===== config.mk =====
export PLATFORM = sky130hd
export DESIGN_NAME = pet_mood_fsm
export DESIGN_NICKNAME = d
export VERILOG_FILES = /design/src/rtl/pet_pkg.sv /design/src/rtl/btn_conditioner.sv /design/src/rtl/pet_mood_fsm.sv
export SDC_FILE = /design/constraint.sdc
export NUM_CORES = 1
export LEC_CHECK = 0
export ABC_AREA = 1
export ABC_CLOCK_PERIOD_IN_PS = 3700
export CORE_ASPECT_RATIO = 0.75
export CORE_MARGIN = 5
export CORE_UTILIZATION = 50
export DETAILED_ROUTE_END_ITERATION = 7
export PLACE_DENSITY_LB_ADDON = 0.3
export SKIP_CTS_REPAIR_TIMING = 1
export SLEW_MARGIN = 20
export SYNTH_ARGS = -nofsm -noshare
export SYNTH_HDL_FRONTEND = slang
export SYNTH_SLANG_ARGS = --single-unit

===== constraint.sdc =====
create_clock -name clk -period 3.7 [get_ports clk]
set_clock_uncertainty 0.05 [all_clocks]
set_input_delay 0.74 -clock clk [delete_from_list [all_inputs] [get_ports clk]]
set_output_delay 0.74 -clock clk [all_outputs]
set_load 0.01 [all_outputs]

===== src/rtl/pet_pkg.sv =====
// pet_pkg: shared face codes, FSM states and level limits for the pet mood tracker.
package pet_pkg;
  localparam int LVL_W = 4;
  localparam int LVL_MAX = 15;
  localparam int AW = LVL_W + 2;
  typedef enum logic [1:0] {
    FACE_HAPPY = 2'b00,
    FACE_SAD   = 2'b01,
    FACE_ANGRY = 2'b10,
    FACE_SLEEP = 2'b11
  } face_t;
  typedef enum logic {AWAKE = 1'b0, SLEEP = 1'b1} state_t;
  function automatic logic [LVL_W-1:0] clamp_lvl(input logic signed [AW-1:0] v);
    return v < 0 ? '0 : v > LVL_MAX ? LVL_W'(LVL_MAX) : v[LVL_W-1:0];
  endfunction
endpackage


===== src/rtl/btn_conditioner.sv =====
// btn_conditioner: button rising-edge pulse; sync + debounce when PET_BTN_DEBOUNCE_EN is defined.
module btn_conditioner #(
  parameter int DEBOUNCE_CYC = 500000
) (
  input  logic clk,
  input  logic reset,
  input  logic btn,
  output logic press
);
  if (DEBOUNCE_CYC < 1) begin : g_cfg_check
    $error("DEBOUNCE_CYC must be at least 1");
  end
`ifdef PET_BTN_DEBOUNCE_EN
  localparam int CW = $clog2(DEBOUNCE_CYC + 1);
  logic s1, s2, level, level_q;
  logic [CW-1:0] cnt;
  always_ff @(posedge clk or posedge reset)
    if (reset) begin
      s1 <= 1'b0;
      s2 <= 1'b0;
      level <= 1'b0;
      level_q <= 1'b0;
      cnt <= '0;
    end else begin
      s1 <= btn;
      s2 <= s1;
      level_q <= level;
      if (s2 == level) cnt <= '0;
      else if (cnt == CW'(DEBOUNCE_CYC - 1)) begin
        level <= s2;
        cnt <= '0;
      end else cnt <= cnt + 1'b1;
    end
  assign press = level & ~level_q;
`else
  logic btn_q;
  always_ff @(posedge clk or posedge reset)
    if (reset) btn_q <= 1'b0;
    else btn_q <= btn;
  assign press = btn & ~btn_q;
`endif
endmodule


===== src/rtl/pet_mood_fsm.sv =====
// pet_mood_fsm: food/joy/sleep tracker producing the 2-bit face code and a face-change strobe.
// Optional button debounce is enabled with PET_BTN_DEBOUNCE_EN.
module pet_mood_fsm
  import pet_pkg::*;
#(
  parameter int TICK_DIV     = 50000000,
  parameter int DECAY_TICKS  = 10,
  parameter int SLEEP_TICKS  = 30,
  parameter int FEED_STEP    = 4,
  parameter int PLAY_STEP    = 3,
  parameter int SAD_THR      = 5,
  parameter int ANGRY_THR    = 3,
  parameter int DEBOUNCE_CYC = 500000
) (
  input  logic             clk,
  input  logic             reset,
  input  logic             btn_feed,
  input  logic             btn_play,
  input  logic             btn_sleep,
  output logic [1:0]       face,
  output logic             face_upd,
  output logic [LVL_W-1:0] food,
  output logic [LVL_W-1:0] joy,
  output logic             asleep
);
  localparam int PW = TICK_DIV > 1 ? $clog2(TICK_DIV) : 1;
  localparam int DW = DECAY_TICKS > 1 ? $clog2(DECAY_TICKS) : 1;
  localparam int SW = SLEEP_TICKS > 1 ? $clog2(SLEEP_TICKS) : 1;
  logic [PW-1:0] pre_cnt;
  logic [DW-1:0] decay_cnt;
  logic [SW-1:0] sleep_cnt;
  logic [LVL_W-1:0] food_r, joy_r;
  state_t state;
  face_t face_r, face_nxt;
  logic tick, feed_p, play_p, sleep_p, decay_wrap, wake_auto;
  logic signed [AW-1:0] food_sum, joy_sum;
  btn_conditioner #(.DEBOUNCE_CYC(DEBOUNCE_CYC)) u_feed (.clk(clk), .reset(reset), .btn(btn_feed), .press(feed_p));
  btn_conditioner #(.DEBOUNCE_CYC(DEBOUNCE_CYC)) u_play (.clk(clk), .reset(reset), .btn(btn_play), .press(play_p));
  btn_conditioner #(.DEBOUNCE_CYC(DEBOUNCE_CYC)) u_sleep (.clk(clk), .reset(reset), .btn(btn_sleep), .press(sleep_p));
  always_comb begin
    tick = pre_cnt == PW'(TICK_DIV - 1);
    decay_wrap = tick && decay_cnt == DW'(DECAY_TICKS - 1);
    wake_auto = tick && sleep_cnt == SW'(SLEEP_TICKS - 1);
    // all simultaneous deltas are summed before a single clamp
    food_sum = AW'(food_r) - AW'(decay_wrap) + (feed_p ? AW'(FEED_STEP) : AW'(0)) - AW'(play_p);
    joy_sum = AW'(joy_r) - AW'(decay_wrap) + (play_p ? AW'(PLAY_STEP) : AW'(0));
    face_nxt = state == SLEEP ? FACE_SLEEP :
               food_r <= LVL_W'(ANGRY_THR) ? FACE_ANGRY :
               joy_r <= LVL_W'(SAD_THR) ? FACE_SAD : FACE_HAPPY;
  end
  always_ff @(posedge clk or posedge reset)
    if (reset) begin
      pre_cnt <= '0;
      decay_cnt <= '0;
      sleep_cnt <= '0;
      state <= AWAKE;
      asleep <= 1'b0;
      food_r <= LVL_W'(LVL_MAX);
      joy_r <= LVL_W'(LVL_MAX);
      face_r <= FACE_HAPPY;
      face_upd <= 1'b0;
    end else begin
      pre_cnt <= tick ? '0 : pre_cnt + 1'b1;
      face_r <= face_nxt;
      face_upd <= face_nxt != face_r;
      if (state == AWAKE) begin
        if (tick) decay_cnt <= decay_wrap ? '0 : decay_cnt + 1'b1;
        if (sleep_p) begin
          state <= SLEEP;
          asleep <= 1'b1;
          sleep_cnt <= '0;
        end else begin
          food_r <= clamp_lvl(food_sum);
          joy_r <= clamp_lvl(joy_sum);
        end
      end else begin
        if (tick) sleep_cnt <= sleep_cnt + 1'b1;
        if (sleep_p || wake_auto) begin
          state <= AWAKE;
          asleep <= 1'b0;
        end
        if (!sleep_p && wake_auto) joy_r <= clamp_lvl(AW'(joy_r) + AW'(2));
      end
    end
  assign face = face_r;
  assign food = food_r;
  assign joy = joy_r;
endmodule


### Word level (Yosys, flattened, before mapping)

Index checks and enable logic that the tools add are counted.

* muxes and demuxes: 25
* reduce and logical (&&, ||, !) cells: 11
* bitwise logic cells: 8
* magnitude comparators: 8
* equality and inequality tests: 8
* $add $sub $neg: 9

Operators by type and width (number)
* 4-bit two-way mux: 10
* 26-bit by 1-bit adder with 26-bit output (second input constant): 1
* 26-bit == test (second input constant): 1
* 26-bit two-way mux: 1
* 5-bit two-way mux: 3
* 6-bit by 5-bit > comparator with 1-bit output (second input constant): 2
* 6-bit by 1-bit < comparator with 1-bit output (second input constant): 2
* 2-bit AND reduction: 5
* 4-bit by 1-bit subtractor with 5-bit output: 2
* 1-bit two-way mux: 7
* 5-bit by 3-bit adder with 6-bit output: 1
* 5-bit by 4-bit adder with 6-bit output: 1
* 2-bit two-way mux: 3
* 2-bit by 1-bit inequality test with 1-bit output (second input constant): 3
* 6-bit by 1-bit subtractor with 6-bit output: 1
* 4-bit by 2-bit adder with 5-bit output (second input constant): 1
* 5-bit by 1-bit adder with 5-bit output (second input constant): 1
* 5-bit == test (second input constant): 1
* 5-bit by 4-bit > comparator with 1-bit output (second input constant): 1
* 5-bit by 1-bit < comparator with 1-bit output (second input constant): 1
* 1-bit inverter: 5
* 4-bit by 1-bit adder with 4-bit output (second input constant): 1
* 4-bit == test (second input constant): 1
* 4-bit by 2-bit less-or-equal comparator with 1-bit output (second input constant): 1
* 9 further kinds: 13

* word-level logic and storage cells: 81
* bits of input ports: 5
* output and inout port bits: 12
* flip-flop bits (word level): 51

### Longest topological paths before layout

* depth in word-level cells: 9
* gate-level depth with buffers: 24
* depth with buffers taken out: 24

### Hierarchy

Synthesis repeated with hierarchy kept, for this count alone.

* cell total of the unflattened synthesis: 456
* area total of the unflattened synthesis: 3439.5 sq um

By module, submodules not included
* pet_mood_fsm: area an instance 3323.2 sq um, times used 1, cells each 444, sequential area each 1211.2 sq um
* btn_conditioner: area an instance 38.8 sq um, times used 3, cells each 4, sequential area each 25.0 sq um

### Least setup slack after synthesis

OpenSTA, ideal clock, no wires.

* path kind: register to register
* start: reg pre_cnt[0]
* end: reg food_r[0] (netlist: food[0])
* setup slack: 487 ps
* buffers on the path: 0
* clock period less this slack: 3213 ps
* required time: 3574 ps
* setup time: 76 ps
* cell stages (with the launch flop): 25
* arrival: 3087 ps
* cells stage by stage: dfrtp_1 > ha_1 > nand3_2 > nor2_4 > nand2_2 > nor3_4 > inv_1 > nor2_1 > ha_1 > ha_1 > inv_1 > nor2_1 > nor2_1 > ha_1 > inv_1 > ha_1 > nand2_1 > inv_1 > nand3_1 > nand2_1 > nand2_1 > nand2_1 > nand2_1 > nand2_1 > nand2_1

* cells in the longest elaborated chain, start to end: 8

Ends and longest elaborated chain
* start, declared: line pet_mood_fsm.sv:29 `logic [PW-1:0] pre_cnt;`
* start signal, assigned: line pet_mood_fsm.sv:63 `pre_cnt <= tick ? '0 : pre_cnt + 1'b1;`
* 26-bit == test (*): line pet_mood_fsm.sv:41 `tick = pre_cnt == PW'(TICK_DIV - 1);`
* 1-bit logical AND (*): line pet_mood_fsm.sv:42 `decay_wrap = tick && decay_cnt == DW'(DECAY_TICKS - 1);`
* 4-bit by 1-bit subtractor with 5-bit output (*): line pet_mood_fsm.sv:45 `food_sum = AW'(food_r) - AW'(decay_wrap) + (feed_p ? AW'(FEED_STEP) : AW'(0)) - AW'(play_p);`
* 5-bit by 4-bit adder with 6-bit output (*): line pet_mood_fsm.sv:45
* 6-bit by 1-bit subtractor with 6-bit output (*): line pet_mood_fsm.sv:45
* 6-bit by 5-bit > comparator with 1-bit output: line pet_pkg.sv:14 `return v < 0 ? '0 : v > LVL_MAX ? LVL_W'(LVL_MAX) : v[LVL_W-1:0];`
* 4-bit two-way mux: line pet_pkg.sv:14
* 4-bit two-way mux (*): line pet_pkg.sv:14
* end signal, assigned: line pet_mood_fsm.sv:58 `food_r <= LVL_W'(LVL_MAX);`
* end signal, assigned: line pet_mood_fsm.sv:73 `food_r <= clamp_lvl(food_sum);`
* end, declared: line pet_mood_fsm.sv:32 `logic [LVL_W-1:0] food_r, joy_r;`

Mark *: on every way between the ends. The rest lies on a longest branch, timed or not.
A chain may end at the register's enable or synchronous reset.

### Worst setup path after layout

* start: reg pre_cnt[0]
* end: reg food_r[1] (netlist: food[1])

Same word-level chain as after synthesis.

==> flow_metrics.py <==
metrics = {
    "detailed_routing": {
        "dr_wl_met3_um": 315,
        "wl_per_cell_um": 12.6,
        "top_layer": "met4",
        "drc_errors": 0,
        "drt_wl_total_mm": 7.04,
        "wl_met2_mm": 2.79,
        "drt-met1-wl_mm": 3.88,
        "postRouteAntennaNets": 0,
        "drt_first_pass_iters": 4,
        "drt-vias-per-instance": 5.11,
        "vias": 2865,
        "dr.first_iter.drc_count": 194,
    },
    "synth": {
        "synth-seq-area-share_pct": 38.5,
        "synth_async_sr_flop_share_pct": 100,
        "synthCells": 453,
        "synth_nets": 480,
        "ys_types": 33,
        "synth_common_cells": "nand2_1, inv_1, nand3_1, nor2_1, dfrtp_1",
        "synth_ff_type": "dfrtp_1",
        "yosysTopAreaCell": "dfrtp_1",
        "synth_edf_count": 0,
        "syn_area_mm2": 0.00334,
        "synth_area_per_cell_um2": 7.38,
        "synth.most_common_cell": "nand2_1",
        "yosys_warnings": 0,
        "synth_seq_cells": 51,
        "synth_top_area_share_pct": 32.2,
        "synthTopCellsByArea": "dfrtp_1, nand2_1, inv_1",
    },
    "min_path": {
        "hold_class": "reg2reg",
        "min-delay-start": "pre_cnt[0]",
    },
    "clocking": {
        "clk_pin_slew_ns": 0.10,
        "cts.sinks": 51,
        "clockBufferDepth": 2,
        "cts_tree": "built",
        "htree_levels": 2,
        "clock_latency_ns": 0.30,
        "cts_buffers": 5,
        "cts-root-buf": "clkbuf_8",
    },
    "timing": {
        "grt_setup_unrepaired": "false",
        "slew_headroom_pct": 45.1,
        "max_freq_ghz": 0.297,
        "slew_viol_final": 0,
        "fin_crit_ns": 3.36,
        "tightest_slew_ns": 0.824,
        "period_share_pct": 90.9,
        "tns_ns": 0,
        "finalSetupViolCount": 0,
        "hold_viol": 0,
    },
    "cells_and_area": {
        "syn2layout_area_growth_pct": 12.3,
        "fill_cells": 596,
        "layout.nets": 506,
        "n_antenna_cell": 0,
        "layout-drive-gt1-share_pct": 8.13,
        "final_core_util_pct": 58.6,
    },
    "place": {
        "portBuffers": 16,
        "place_congestion": 0.950,
        "dp_hpwl_mm": 5.55,
    },
    "worst_setup_path": {
        "endpoint": "food[1]",
        "startpoint": "pre_cnt[0]",
        "r2r_end": "food[1]",
        "rrSetupSlack_ns": 0.34,
        "start_kind": "register",
        "cp_max_fo": 7,
        "r2r_cells": 22,
        "worstPathArrival_ns": 3.56,
        "critPathRequiredTime_ns": 3.90,
        "crit_path_end_kind": "register",
        "r2r-start": "pre_cnt[0]",
        "path_class": "reg2reg",
    },
    "outcome": {
        "outcome": "finished, final reports clean",
    },
    "floorplanning": {
        "die_h_um": 80.8,
        "start_util_pct": 52.2,
        "die_x_um": 104,
        "rows": 25,
        "die_area_mm2": 0.00844,
        "pin_count": 17,
        "core_area_mm2": 0.00641,
    },
    "global_routing": {
        "grt_use_total_pct": 18.1,
        "antenna_found_initial": 0,
        "grt.overflow.total": 0,
        "grt_pass1_vias": 2725,
        "grt_pass1_wl_mm": 12.8,
        "grt_max_degree": 49,
    },
    "flow_run": {
        "cap_viol_max_count": 0,
    },
    "pwr": {
        "powerDensity_mw_per_mm2": 515,
        "power.leakage_uw": 0.00191,
        "ir_drop_v": 0.000320,
    },
}
## stage by stage
step                total power (uW)  setup slack [ns]  area (um2)  std cells  hold slack [ns]
finish                          1930             0.337        3760        561            0.439
global route                    2110           0.00850        3760        561            0.462
CTS                             1950            0.0441        3740        560            0.442
detailed placement              1540            0.0570        3620        552            0.429
global placement                1520             0.214        3620        552            0.418
floorplan                       1280             0.487        3340        453            0.405
## worst min-delay path by stage
| stage | to | slack (ns) | cells past startpoint |
|---|---|---|---|
| global route | pre_cnt[0] | 0.46 | 1 |
| floorplan | pre_cnt[0] | 0.40 | 1 |
| CTS | pre_cnt[0] | 0.44 | 1 |
| global placement | pre_cnt[0] | 0.42 | 1 |
| finish | pre_cnt[0] | 0.44 | 1 |
| detailed placement | pre_cnt[0] | 0.43 | 1 |
## metal layers
| layer | global-route usage [%] | vias up |
|---|---|---|
| li1 | - | 1496 |
| met1 | 28.8 | 1308 |
| met2 | 25.3 | 57 |
| met3 | 3.18 | 4 |
| met4 | 3.88 | 0 |
| met5 | 0 | - |
## power breakdown
group / leakage (uW) / total (uW) / internal, uW / switching (uW)
sequential: 0.000648 / 738 / 656 / 82.9
clock: 0.0000612 / 405 / 219 / 186
combinational: 0.00120 / 790 / 347 / 443
## cells by family (layout without fill, tap and decap cells)
| family | count (synthesis) | count (layout) | share of synthesized area, % |
|---|---|---|---|
| fa+ha+maj | 22 | 22 | 8.68 |
| simple gates | 248 | 248 | 33.6 |
| compound gates | 32 | 32 | 5.20 |
| xor+xnor | 19 | 19 | 4.98 |
| flops | 51 | 51 | 38.5 |
| buf+inv | 81 | 108 | 9.09 |
## area by class of cell
type	instances	area [um2]	share of cell area [%]
clock buffer	6	82.6	2.20
tap	81	101	2.70
timing repair buffer	20	190	5.06
inverter	80	302	8.03
multi-input combinational	321	1760	46.8
sequential	51	1290	34.2
clock inverter	2	35.0	0.933
## worst max-delay path, cell delays in order, from the launching register on
cell and delay, ns:
dfrtp_1 0.39, ha_1 0.21, nand3_2 0.14, nor2_4 0.18, nand2_2 0.11, nor3_4 0.15, inv_2 0.09, nor2_2 0.13
ha_2 0.23, ha_1 0.17, inv_1 0.04, nor2_1 0.16, nor2_1 0.07, ha_1 0.22, inv_1 0.11, ha_1 0.26
a21oi_1 0.19, nand2_1 0.07, nand2_1 0.05, nand2_1 0.09, nand2_1 0.09, nand2_1 0.05, nand2_1 0.07
## flip-flops by register name, summed over array words and instances, names as in the netlist
register	count
pre_cnt	26
sleep_cnt	5
decay_cnt	4
food	4
joy	4
face	2
asleep	1
face_upd	1
state	1
u_feed.btn_q	1
u_play.btn_q	1
u_sleep.btn_q	1
## cell usage in the layout, fill, tap and decap left out, types with 3 or more instances in the layout
cell / n
nand4_1: 7
a21oi_1: 9
xnor2_1: 4
nor2_1: 51
clkdlybuf4s50_1: 16
nand2_1: 103
ha_1: 19
nor2_4: 3
clkbuf_8: 6
inv_1: 76
nor3_1: 12
nand2_2: 4
nand3b_1: 3
dfrtp_1: 43
buf_4: 4
dfstp_2: 8
a31oi_1: 3
xor2_1: 15
o21ai_1: 7
o21ai_0: 9
nand3_1: 54
No activity file was read; power rests on OpenSTA's default activity.
